==> config.mk <==
export PLATFORM = sky130hd
export DESIGN_NAME = iterative_alu_flat
export DESIGN_NICKNAME = d
export VERILOG_FILES = /design/src/rtl/iterative_alu_pkg.sv /design/src/rtl/iterative_alu_if.sv /design/src/rtl/iterative_alu_comb_unit.sv /design/src/rtl/iterative_alu.sv /design/src/flat_wrapper.sv
export SDC_FILE = /design/constraint.sdc
export NUM_CORES = 1
export LEC_CHECK = 0
export CAP_MARGIN = 20
export CORE_MARGIN = 4
export CORE_UTILIZATION = 61
export CTS_CLUSTER_SIZE = 40
export DETAILED_ROUTE_END_ITERATION = 7
export HOLD_SLACK_MARGIN = 0.05
export PLACE_DENSITY_LB_ADDON = 0.3
export SKIP_LAST_GASP = 1
export SLEW_MARGIN = 10
export SYNTH_ARGS = -nofsm -noshare
export SYNTH_HDL_FRONTEND = slang
export SYNTH_HIERARCHICAL = 1
export SYNTH_SLANG_ARGS = --single-unit
==> constraint.sdc <==
create_clock -name clk -period 5.02 [get_ports clk]
set_clock_uncertainty 0.05 [all_clocks]
set_input_delay 1.004 -clock clk [delete_from_list [all_inputs] [get_ports clk]]
set_output_delay 1.004 -clock clk [all_outputs]
set_load 0.02 [all_outputs]
==> src/rtl/iterative_alu_pkg.sv <==
// iterative_alu_pkg: shared ALU definitions (the alu_defs set) used by the ALU control decoder and the iterative ALU.
// Holds the 4-bit opcode values, the FSM state encoding and a small opcode-class helper.
package iterative_alu_pkg;
  localparam logic [3:0] ALU_AND     = 4'b0000;
  localparam logic [3:0] ALU_OR      = 4'b0001;
  localparam logic [3:0] ALU_NOR     = 4'b0010;
  localparam logic [3:0] ALU_ADD     = 4'b0011;
  localparam logic [3:0] ALU_SLL     = 4'b0101;
  localparam logic [3:0] ALU_SRL     = 4'b0110;
  localparam logic [3:0] ALU_ILLEGAL = 4'b1001;
  typedef enum logic [1:0] {
    S_IDLE  = 2'd0,
    S_SHIFT = 2'd1,
    S_DONE  = 2'd2
  } state_t;
  function automatic logic is_shift(input logic [3:0] op);
    return op == ALU_SLL || op == ALU_SRL;
  endfunction
endpackage

==> src/rtl/iterative_alu_if.sv <==
// iterative_alu_if: request/response bundle between a datapath controller and the iterative ALU.
// master (controller) drives in_valid, alu_operation, operand_a, operand_b, shamt;
// slave (ALU) drives in_ready, result, zero, illegal_op, done.
interface iterative_alu_if #(
  parameter int WIDTH   = 32,
  parameter int SHAMT_W = 5
);
  logic               in_valid;
  logic               in_ready;
  logic [3:0]         alu_operation;
  logic [WIDTH-1:0]   operand_a;
  logic [WIDTH-1:0]   operand_b;
  logic [SHAMT_W-1:0] shamt;
  logic [WIDTH-1:0]   result;
  logic               zero;
  logic               illegal_op;
  logic               done;
  modport master (
    output in_valid, alu_operation, operand_a, operand_b, shamt,
    input  in_ready, result, zero, illegal_op, done
  );
  modport slave (
    input  in_valid, alu_operation, operand_a, operand_b, shamt,
    output in_ready, result, zero, illegal_op, done
  );
endinterface

==> src/rtl/iterative_alu_comb_unit.sv <==
// alu_comb_unit: combinational AND/OR/NOR/ADD plus illegal-opcode detection.
// Ports: i_op opcode, i_a/i_b operands, o_result (0 for shifts and illegal opcodes), o_illegal.
module alu_comb_unit
  import iterative_alu_pkg::*;
#(
  parameter int WIDTH = 32
) (
  input  logic [3:0]       i_op,
  input  logic [WIDTH-1:0] i_a,
  input  logic [WIDTH-1:0] i_b,
  output logic [WIDTH-1:0] o_result,
  output logic             o_illegal
);
  always_comb begin
    o_result  = i_op == ALU_AND ? i_a & i_b :
                i_op == ALU_OR  ? i_a | i_b :
                i_op == ALU_NOR ? ~(i_a | i_b) :
                i_op == ALU_ADD ? i_a + i_b : '0;
    o_illegal = !(i_op inside {ALU_AND, ALU_OR, ALU_NOR, ALU_ADD, ALU_SLL, ALU_SRL});
  end
endmodule

==> src/rtl/iterative_alu.sv <==
// iterative_alu: valid/ready ALU with single-cycle logic/add ops and bit-serial SLL/SRL.
// Ports: clk, reset (sync, active-high), bus (iterative_alu_if.slave: request in, result/zero/illegal_op/done out).
// Build option: define ALU_FAST_SHIFT_EN to replace the bit-serial shifter with a barrel shifter (1-cycle shifts).
module iterative_alu
  import iterative_alu_pkg::*;
#(
  parameter int WIDTH   = 32,
  parameter int SHAMT_W = 5
) (
  input  logic                 clk,
  input  logic                 reset,
  iterative_alu_if.slave       bus
);
  state_t             r_state, w_next;
  logic [WIDTH-1:0]   r_sh, r_result, w_comb, w_fast, w_step, w_imm;
  logic [SHAMT_W-1:0] r_cnt;
  logic               r_left, r_zero, r_illegal;
  logic               w_illegal, w_accept, w_go_shift, w_last;
  alu_comb_unit #(.WIDTH(WIDTH)) u_comb (
    .i_op      (bus.alu_operation),
    .i_a       (bus.operand_a),
    .i_b       (bus.operand_b),
    .o_result  (w_comb),
    .o_illegal (w_illegal)
  );
`ifdef ALU_FAST_SHIFT_EN
  assign w_fast     = bus.alu_operation == ALU_SLL ? bus.operand_b << bus.shamt : bus.operand_b >> bus.shamt;
  assign w_go_shift = 1'b0;
`else
  // Only a zero-amount shift completes immediately; its result is the unshifted operand.
  assign w_fast     = bus.operand_b;
  assign w_go_shift = is_shift(bus.alu_operation) && |bus.shamt;
`endif
  assign w_accept = bus.in_valid && r_state == S_IDLE;
  assign w_step   = r_left ? r_sh << 1 : r_sh >> 1;
  assign w_last   = r_cnt == SHAMT_W'(1);
  assign w_imm    = is_shift(bus.alu_operation) ? w_fast : w_comb;
  always_ff @(posedge clk) begin
    if (reset) r_state <= S_IDLE;
    else       r_state <= w_next;
  end
  always_comb begin
    w_next = S_IDLE;
    case (r_state)
      S_IDLE:  w_next = w_accept ? (w_go_shift ? S_SHIFT : S_DONE) : S_IDLE;
      S_SHIFT: w_next = w_last ? S_DONE : S_SHIFT;
      default: w_next = S_IDLE;
    endcase
  end
  always_comb begin
    bus.in_ready   = r_state == S_IDLE;
    bus.done       = r_state == S_DONE;
    bus.result     = r_result;
    bus.zero       = r_zero;
    bus.illegal_op = r_illegal;
  end
  // Result registers load only on the edge that enters DONE, so they hold steady otherwise.
  always_ff @(posedge clk) begin
    if (reset) begin
      r_sh      <= '0;
      r_cnt     <= '0;
      r_left    <= 1'b0;
      r_result  <= '0;
      r_zero    <= 1'b1;
      r_illegal <= 1'b0;
    end else if (w_accept) begin
      r_sh   <= bus.operand_b;
      r_cnt  <= bus.shamt;
      r_left <= bus.alu_operation == ALU_SLL;
      if (!w_go_shift) begin
        r_result  <= w_imm;
        r_zero    <= w_imm == '0;
        r_illegal <= w_illegal;
      end
    end else if (r_state == S_SHIFT) begin
      r_sh  <= w_step;
      r_cnt <= r_cnt - SHAMT_W'(1);
      if (w_last) begin
        r_result  <= w_step;
        r_zero    <= w_step == '0;
        r_illegal <= 1'b0;
      end
    end
  end
endmodule

==> src/flat_wrapper.sv <==
// flat-port wrapper written by rule: the top's interface ports become plain ports
module iterative_alu_flat import iterative_alu_pkg::*;
#(
  parameter int WIDTH   = 32,
  parameter int SHAMT_W = 5
)
  (clk, reset, bus_in_valid, bus_alu_operation, bus_operand_a, bus_operand_b, bus_shamt, bus_in_ready, bus_result, bus_zero, bus_illegal_op, bus_done);
  iterative_alu_if #(.WIDTH(WIDTH), .SHAMT_W(SHAMT_W)) bus_i ();
  input  logic clk;
  input  logic reset;
  input wire logic [$bits(bus_i.in_valid)-1:0] bus_in_valid;
  input wire logic [$bits(bus_i.alu_operation)-1:0] bus_alu_operation;
  input wire logic [$bits(bus_i.operand_a)-1:0] bus_operand_a;
  input wire logic [$bits(bus_i.operand_b)-1:0] bus_operand_b;
  input wire logic [$bits(bus_i.shamt)-1:0] bus_shamt;
  output wire logic [$bits(bus_i.in_ready)-1:0] bus_in_ready;
  output wire logic [$bits(bus_i.result)-1:0] bus_result;
  output wire logic [$bits(bus_i.zero)-1:0] bus_zero;
  output wire logic [$bits(bus_i.illegal_op)-1:0] bus_illegal_op;
  output wire logic [$bits(bus_i.done)-1:0] bus_done;
  assign bus_i.in_valid = bus_in_valid;
  assign bus_i.alu_operation = bus_alu_operation;
  assign bus_i.operand_a = bus_operand_a;
  assign bus_i.operand_b = bus_operand_b;
  assign bus_i.shamt = bus_shamt;
  assign bus_in_ready = bus_i.in_ready;
  assign bus_result = bus_i.result;
  assign bus_zero = bus_i.zero;
  assign bus_illegal_op = bus_i.illegal_op;
  assign bus_done = bus_i.done;
  iterative_alu #(.WIDTH(WIDTH), .SHAMT_W(SHAMT_W)) u_core (.clk(clk), .reset(reset), .bus(bus_i));
endmodule
==> reports/qor.txt, run 1 <==
Syn Area/Cell = 7.25 sq um
Synth top area cells = dfxtp_1 (20%), ha_1 (11%), nand2_1 (6.9%), a21oi_1 (5.9%), nor2_1 (5.7%)
Final Max Slew Viols = 0
Fin cells = 1260
Post-CTS Setup Repair Bufs = 0
Final instance area = 8970 sq um
Fin nets = 1251
Vias in the first global route = 7661
Mapped cell area = 7490 sq um
Later-pin clock latency in the skew report = 340 ps
Synth Register Bits = 74
Worst vdd ir = 0.213 mV
Hold Path Stages = 2
Starting Density = 62.4%
Cell Pwr Density = 229 nW/um^2
# Max-Cap Violations = 0
1st-iter DRT viols = 1086
Post-synth EDFFs = 0
# port buffers = 111
Slew margin rel. = 25.0%
Root Driver = clkbuf_16
Row cnt = 40
Area share of the leading cell type in the synthesized netlist = 19.8%
Sequential area share after synthesis = 19.8%
FF-to-FF path depth = 5
Core area = 12000 sq um
Clk pin slew, worst setup/hold paths = 60 ps
Worst Hold Class = flop to flop
RSZ-0062 raised after global routing = false
Inserted Clock Buffers = 9
Placed insts = 1244
DRC viols = 0
Clk sink count = 74
Cells after Synth = 1033
Vias = 8356
Required time worst endpoint = 5230 ps
TritonCTS clock tree = built
Outcome = completed
Antenna violations before repair = 1
DRT Pass-1 Iters = 6
Setup-failing EPs final = 0
Total of cells resized after clock tree synthesis = 0
Clock Tree Buf Depth = 2
# diodes = 0
Crit path kind = input port to flop
Synth Net Count = 1176
# hold bufs at CTS = 0
GRT overflow = 0
First-pass GRT wire length = 39600 microns
Synth Flop Type = dfxtp_1
Final setup TNS = 0 ps
Vias per inst = 6.63
Post-route ant nets = 0
H-tree depth = 3
Die width = 119 microns
Crit. End Element = flop
Dpl cell area = 8710 sq um
Min Tclk post-route = 4380 ps
Layout cells sized above 1 = 6.56%
Drt wl/cell = 20.0 microns
Cell variety after synth = 75
Die area = 14100 sq um
Largest area contributor in the netlist = dfxtp_1
Max FO, Critical Path = 5
Largest net degree at the start of global routing = 59
GP Congestion = 1.01
Max Clk Rate = 0.228 GHz
DP HPWL = 18500 microns
Synth warn = 6
Die Height = 119 microns
Fraction of registers with async set/reset = 0%
WHS = 400 ps
Drt total wl = 25200 microns
Hold Violations, Final = 0
LEAKAGE = 3.51 nW
# IOs = 112
Slew of the pin with the lowest slew margin = 1120 ps
Critical Path AT = 4590 ps
Area delta synth->final = 19.8%
Total GRT Usage = 34.4%
Startpoint Class = input port
Final period util = 87.2%
-- critical path: stages --
cell	delay, ps
clkdlybuf4s50_1	530
inv_1	100
ha_1	330
a211oi_2	280
o21bai_1	130
o21ai_1	430
o221ai_2	230
nor3b_4	210
a21o_4	240
xnor2_1	140
o21ai_1	90
nor4_1	360
nand4_1	130
nor2_1	120
a32oi_1	60
a32oi_1	200
-- power breakdown --
part	total, mW	switching (mW)	internal (mW)	leakage (nW)
Sequential	0.673	0.0429	0.630	0.607
Clock	0.592	0.244	0.348	0.127
Combinational	0.794	0.452	0.341	2.78
-- path summary, 6_finish.rpt --
kind | startpoint | endpoint | slack, ps
worst max-delay path | bus_operand_a[1] | u_core/bus.zero | 640
worst min-delay path | u_core/bus.result[28] | u_core/bus.result[28] | 400
worst max register to register | u_core/r_left | u_core/bus.zero | 2360
worst min register to register | u_core/bus.result[28] | u_core/bus.result[28] | 400
-- metrics by stage --
stage	power, mW	utilization, %	setup WS (ps)
after global routing	2.15	74.7	295
final	2.06	74.7	642
after floorplan	1.18	-	1260
after CTS	2.04	74.7	684
after global placement	1.44	72.5	400
after detailed placement	1.45	72.5	348
-- layer usage --
metal	vias to the layer above	track usage, %	wire (microns)
met2	551	53.0	11100
met1	3830	44.2	10100
met4	2	20.4	1510
met5	-	0	11
met3	109	7.17	2480
li1	3864	-	-
-- state kept, by name, summed over array words and instances (netlist names) --
name and cells:
u_core/bus.result 32, u_core/r_state 2, u_core/bus.illegal_op 1, u_core/r_cnt 5
u_core/r_left 1, u_core/r_sh 32, u_core/bus.zero 1
-- cells in the final DEF (no fill, tap or decap), types with 5 or more instances in the layout --
master / n
clkbuf_16: 9
nand2b_1: 9
o21ai_1: 10
ha_1: 66
nor2b_1: 38
nand3_1: 5
nand2_1: 137
or4_1: 6
a221oi_1: 38
a31oi_1: 9
xnor2_1: 10
a32oi_1: 5
dfxtp_1: 73
a311o_1: 32
nor4_1: 15
buf_4: 26
xor2_1: 17
o211ai_1: 7
o221ai_1: 13
nor2_1: 112
nor3_1: 13
nand4_1: 11
o21a_1: 11
mux2i_1: 37
a21oi_1: 88
clkdlybuf4s50_1: 109
a21o_1: 9
o21ai_0: 20
inv_1: 78
a211oi_1: 13
-- Yosys cell counts, types with 5 or more instances --
master and n:
a211oi_1 13, a21o_1 9, a21oi_1 88, a221oi_1 38
a311o_1 32, a31oi_1 9, a32oi_1 5, buf_1 11
buf_2 8, clkbuf_1 52, dfxtp_1 74, ha_1 66
inv_1 78, mux2i_1 37, nand2_1 137, nand2b_1 9
nand3_1 5, nand4_1 11, nor2_1 114, nor2b_1 38
nor3_1 13, nor4_1 15, o211ai_1 7, o21a_1 11
o21ai_0 20, o21ai_1 10, o221ai_1 13, or4_1 6
xnor2_1 10, xor2_1 17
-- area by class of cell --
| class | instances | area, sq um |
|---|---|---|
| clock buffers | 14 | 254 |
| multi-input cells | 807 | 5430 |
| flip-flops and latches | 74 | 1480 |
| well taps | 147 | 184 |
| inverters | 78 | 293 |
| fillers | 994 | 3040 |
| clock inverters | 2 | 12.5 |
| repair buffers | 138 | 1320 |
-- cells by family (layout without fill, tap and decap cells) --
logic type / after synthesis / in the layout / synth area share [%]
buffers and inverters: 152 / 232 / 7.88
adders and majority gates: 67 / 67 / 11.3
DFF: 74 / 74 / 19.8
xor gates and xnor gates: 27 / 27 / 3.16
muxes: 41 / 41 / 5.54
AOI/OAI and AO/OA: 294 / 294 / 28.4
and+or+nand+nor: 378 / 378 / 23.9
No activity file was read; power rests on OpenSTA's default activity.
==> run 2, diff against run 1 <==
- CORE_UTILIZATION: 61 -> 40
- SETUP_SLACK_MARGIN: default -> 0.4
==> run 2 against run 1 <==
Highest routed layer unchanged. Die area increased by 49%. Design area up 2.9%. Total power up 8.9%. Final cell count increased by 6.9%. Clock power increased by 29%. Worst setup slack got worse by 65 ps. Worst hold slack hardly changed.
==> reports/qor.txt, run 2 (synthesis gave the netlist of run 1 again) <==
DRT Pass-1 Iters = 5 (was 6)
# hold bufs at CTS = 0 (unchanged)
Die Height = 145 microns (was 119 microns)
Total GRT Usage = 24.5% (was 34.4%)
Critical Path AT = 4660 ps (was 4590 ps)
P_sw = 0.755 mW (was 0.739 mW)
Switch share = 33.7% (was 35.9%)
Worst vdd ir = 0.177 mV (was 0.213 mV)
Final Max Slew Viols = 0 (unchanged)
Comb power frac = 35.9% (was 38.6%)
Antenna violations before repair = 1 (unchanged)
GRT overflow = 0 (unchanged)
Max FO, Critical Path = 5 (unchanged)
TritonCTS clock tree = built (unchanged)
Post-CTS Setup Repair Bufs = 0 (unchanged)
Inserted Clock Buffers = 9 (unchanged)
Max Clk Rate = 0.225 GHz (was 0.228 GHz)
LEAKAGE = 3.60 nW (was 3.51 nW)
Slew margin rel. = 25.3% (was 25.0%)
Core area = 18200 sq um (was 12000 sq um)
Setup-failing EPs final = 0 (unchanged)
Most frequent cells in the layout = nand2_1 (137), nor2_1 (112), clkdlybuf4s50_1 (108) (was nand2_1 (137), nor2_1 (112), clkdlybuf4s50_1 (109))
Required time worst endpoint = 5230 ps (about the same)
Final setup TNS = 0 ps (unchanged)
Row cnt = 49 (was 40)
Crit. End Element = flop (unchanged)
Clk network pwr share = 34.1% (was 28.8%)
Vias = 8246 (was 8356)
Min Tclk post-route = 4440 ps (was 4380 ps)
Drt wl/cell = 19.8 microns (was 20.0 microns)
Slew of the pin with the lowest slew margin = 1120 ps (about the same)
Clk pin slew, worst setup/hold paths = 60 ps (about the same)
1st-iter DRT viols = 753 (was 1086)
Layout cells sized above 1 = 7.60% (was 6.56%)
Vias in the first global route = 7435 (was 7661)
# diodes = 0 (unchanged)
DP HPWL = 19700 microns (was 18500 microns)
Area delta synth->final = 23.2% (was 19.8%)
# IOs = 112 (unchanged)
Final Power = 2.24 mW (was 2.06 mW)
Hold Violations, Final = 0 (unchanged)
Final period util = 88.5% (was 87.2%)
Total of cells resized after clock tree synthesis = 0 (unchanged)
Starting Density = 41.1% (was 62.4%)
DRC viols = 0 (unchanged)
# Max-Cap Violations = 0 (unchanged)
Drt total wl = 26700 microns (was 25200 microns)
# port buffers = 111 (unchanged)
Clk sink count = 74 (unchanged)
Most common cell after layout, fill and taps aside = nand2_1 (unchanged)
Largest net degree at the start of global routing = 68 (was 59)
RSZ-0062 raised after global routing = false (unchanged)
Later-pin clock latency in the skew report = 340 ps (about the same)
Cell Pwr Density = 243 nW/um^2 (was 229 nW/um^2)
Vias per inst = 6.12 (was 6.63)
Root Driver = clkbuf_16 (unchanged)
Worst path slowest cell = clkdlybuf4s50_1 (unchanged)
GP Congestion = 0.930 (was 1.01)
Outcome = completed (unchanged)
Startpoint Class = input port (unchanged)
H-tree depth = 3 (unchanged)
Final core occ = 50.7% (was 74.7%)
Fin nets = 1256 (was 1251)
Die width = 145 microns (was 119 microns)
Internal power = 1.49 mW (was 1.32 mW)
Sequential Power Share = 30.0% (was 32.7%)
CP cell instances = clkdlybuf4s50_1 > inv_1 > ha_1 > nor2b_1 > o2111ai_1 > a31oi_2 > o21bai_1 > o21ai_1 > a21oi_1 > xor2_1 > o21ai_0 > nor4_2 > nand4_1 > nor2_1 > a32oi_1 > a32oi_1 (was clkdlybuf4s50_1 > inv_1 > ha_1 > a211oi_2 > o21bai_1 > o21ai_1 > o221ai_2 > nor3b_4 > a21o_4 > xnor2_1 > o21ai_1 > nor4_1 > nand4_1 > nor2_1 > a32oi_1 > a32oi_1)
Die area = 21000 sq um (was 14100 sq um)
Worst Hold Class = flop to flop (unchanged)
Crit path kind = input port to flop (unchanged)
Dpl cell area = 8860 sq um (was 8710 sq um)
Final instance area = 9230 sq um (was 8970 sq um)
Critical Path Most Common Cell = a32oi_1
Clock Tree Buf Depth = 2 (unchanged)
Crit path largest cell delay = 640 ps (was 530 ps)
Post-route ant nets = 0 (unchanged)
First-pass GRT wire length = 40400 microns (was 39600 microns)
-- run 2: area by class of cell --
cell class,count,area [sq um]
Clock buffer,11,253
Clock inverter,5,100
Fill cell,1790,8980
Inverter,78,293
Multi-Input combinational cell,807,5450
Sequential cell,74,1480
Tap cell,229,287
Timing Repair Buffer,143,1370
-- run 2: power groups by stage --
stage          clock network, mW  logic, mW  registers, mW
2_1_floorplan                  0      0.491          0.694
3_3_place_gp                   0      0.781          0.683
3_5_place_dp                   0      0.786          0.683
4_1_cts                    0.770      0.791          0.671
5_1_grt                    0.802      0.869          0.678
6_report                   0.764      0.806          0.673
-- run 2: stage by stage --
stage | instances | setup slack [ps] | hold slack [ps]
floorplan | 1033 | 1260 | 393
global placement | 1331 | 189 | 390
detailed placement | 1331 | 89.2 | 393
CTS | 1347 | 422 | 400
global route | 1347 | 356 | 416
finish | 1347 | 577 | 400
-- run 2: critical path: cells and delay by family --
kind,cells,cell delay (ps)
and+or+nand+nor,4,880
AOI/OAI and AO/OA,8,1540
adders and majority gates,1,340
buffers and inverters,2,730
xor gates and xnor gates,1,170
-- run 2: path summary, 6_finish.rpt --
path | to | slack [ps] | start | depth (start not counted)
worst min register to register | u_core/bus.result[17] | 400 | u_core/bus.result[17] | 2
worst max-delay path | u_core/bus.zero | 580 | bus_operand_b[2] | 16
worst min-delay path | u_core/bus.result[17] | 400 | u_core/bus.result[17] | 2
worst max register to register | u_core/bus.zero | 2340 | u_core/r_left | 5
-- run 2: per-layer routing --
| layer | vias up | track usage (%) | part of all wire (%) |
|---|---|---|---|
| met3 | 53 | 3.71 | 7.9 |
| li1 | 3870 | - | - |
| met1 | 3906 | 33.2 | 44 |
| met5 | - | 0 | 0.037 |
| met2 | 415 | 40.4 | 46 |
| met4 | 2 | 6.73 | 2.5 |
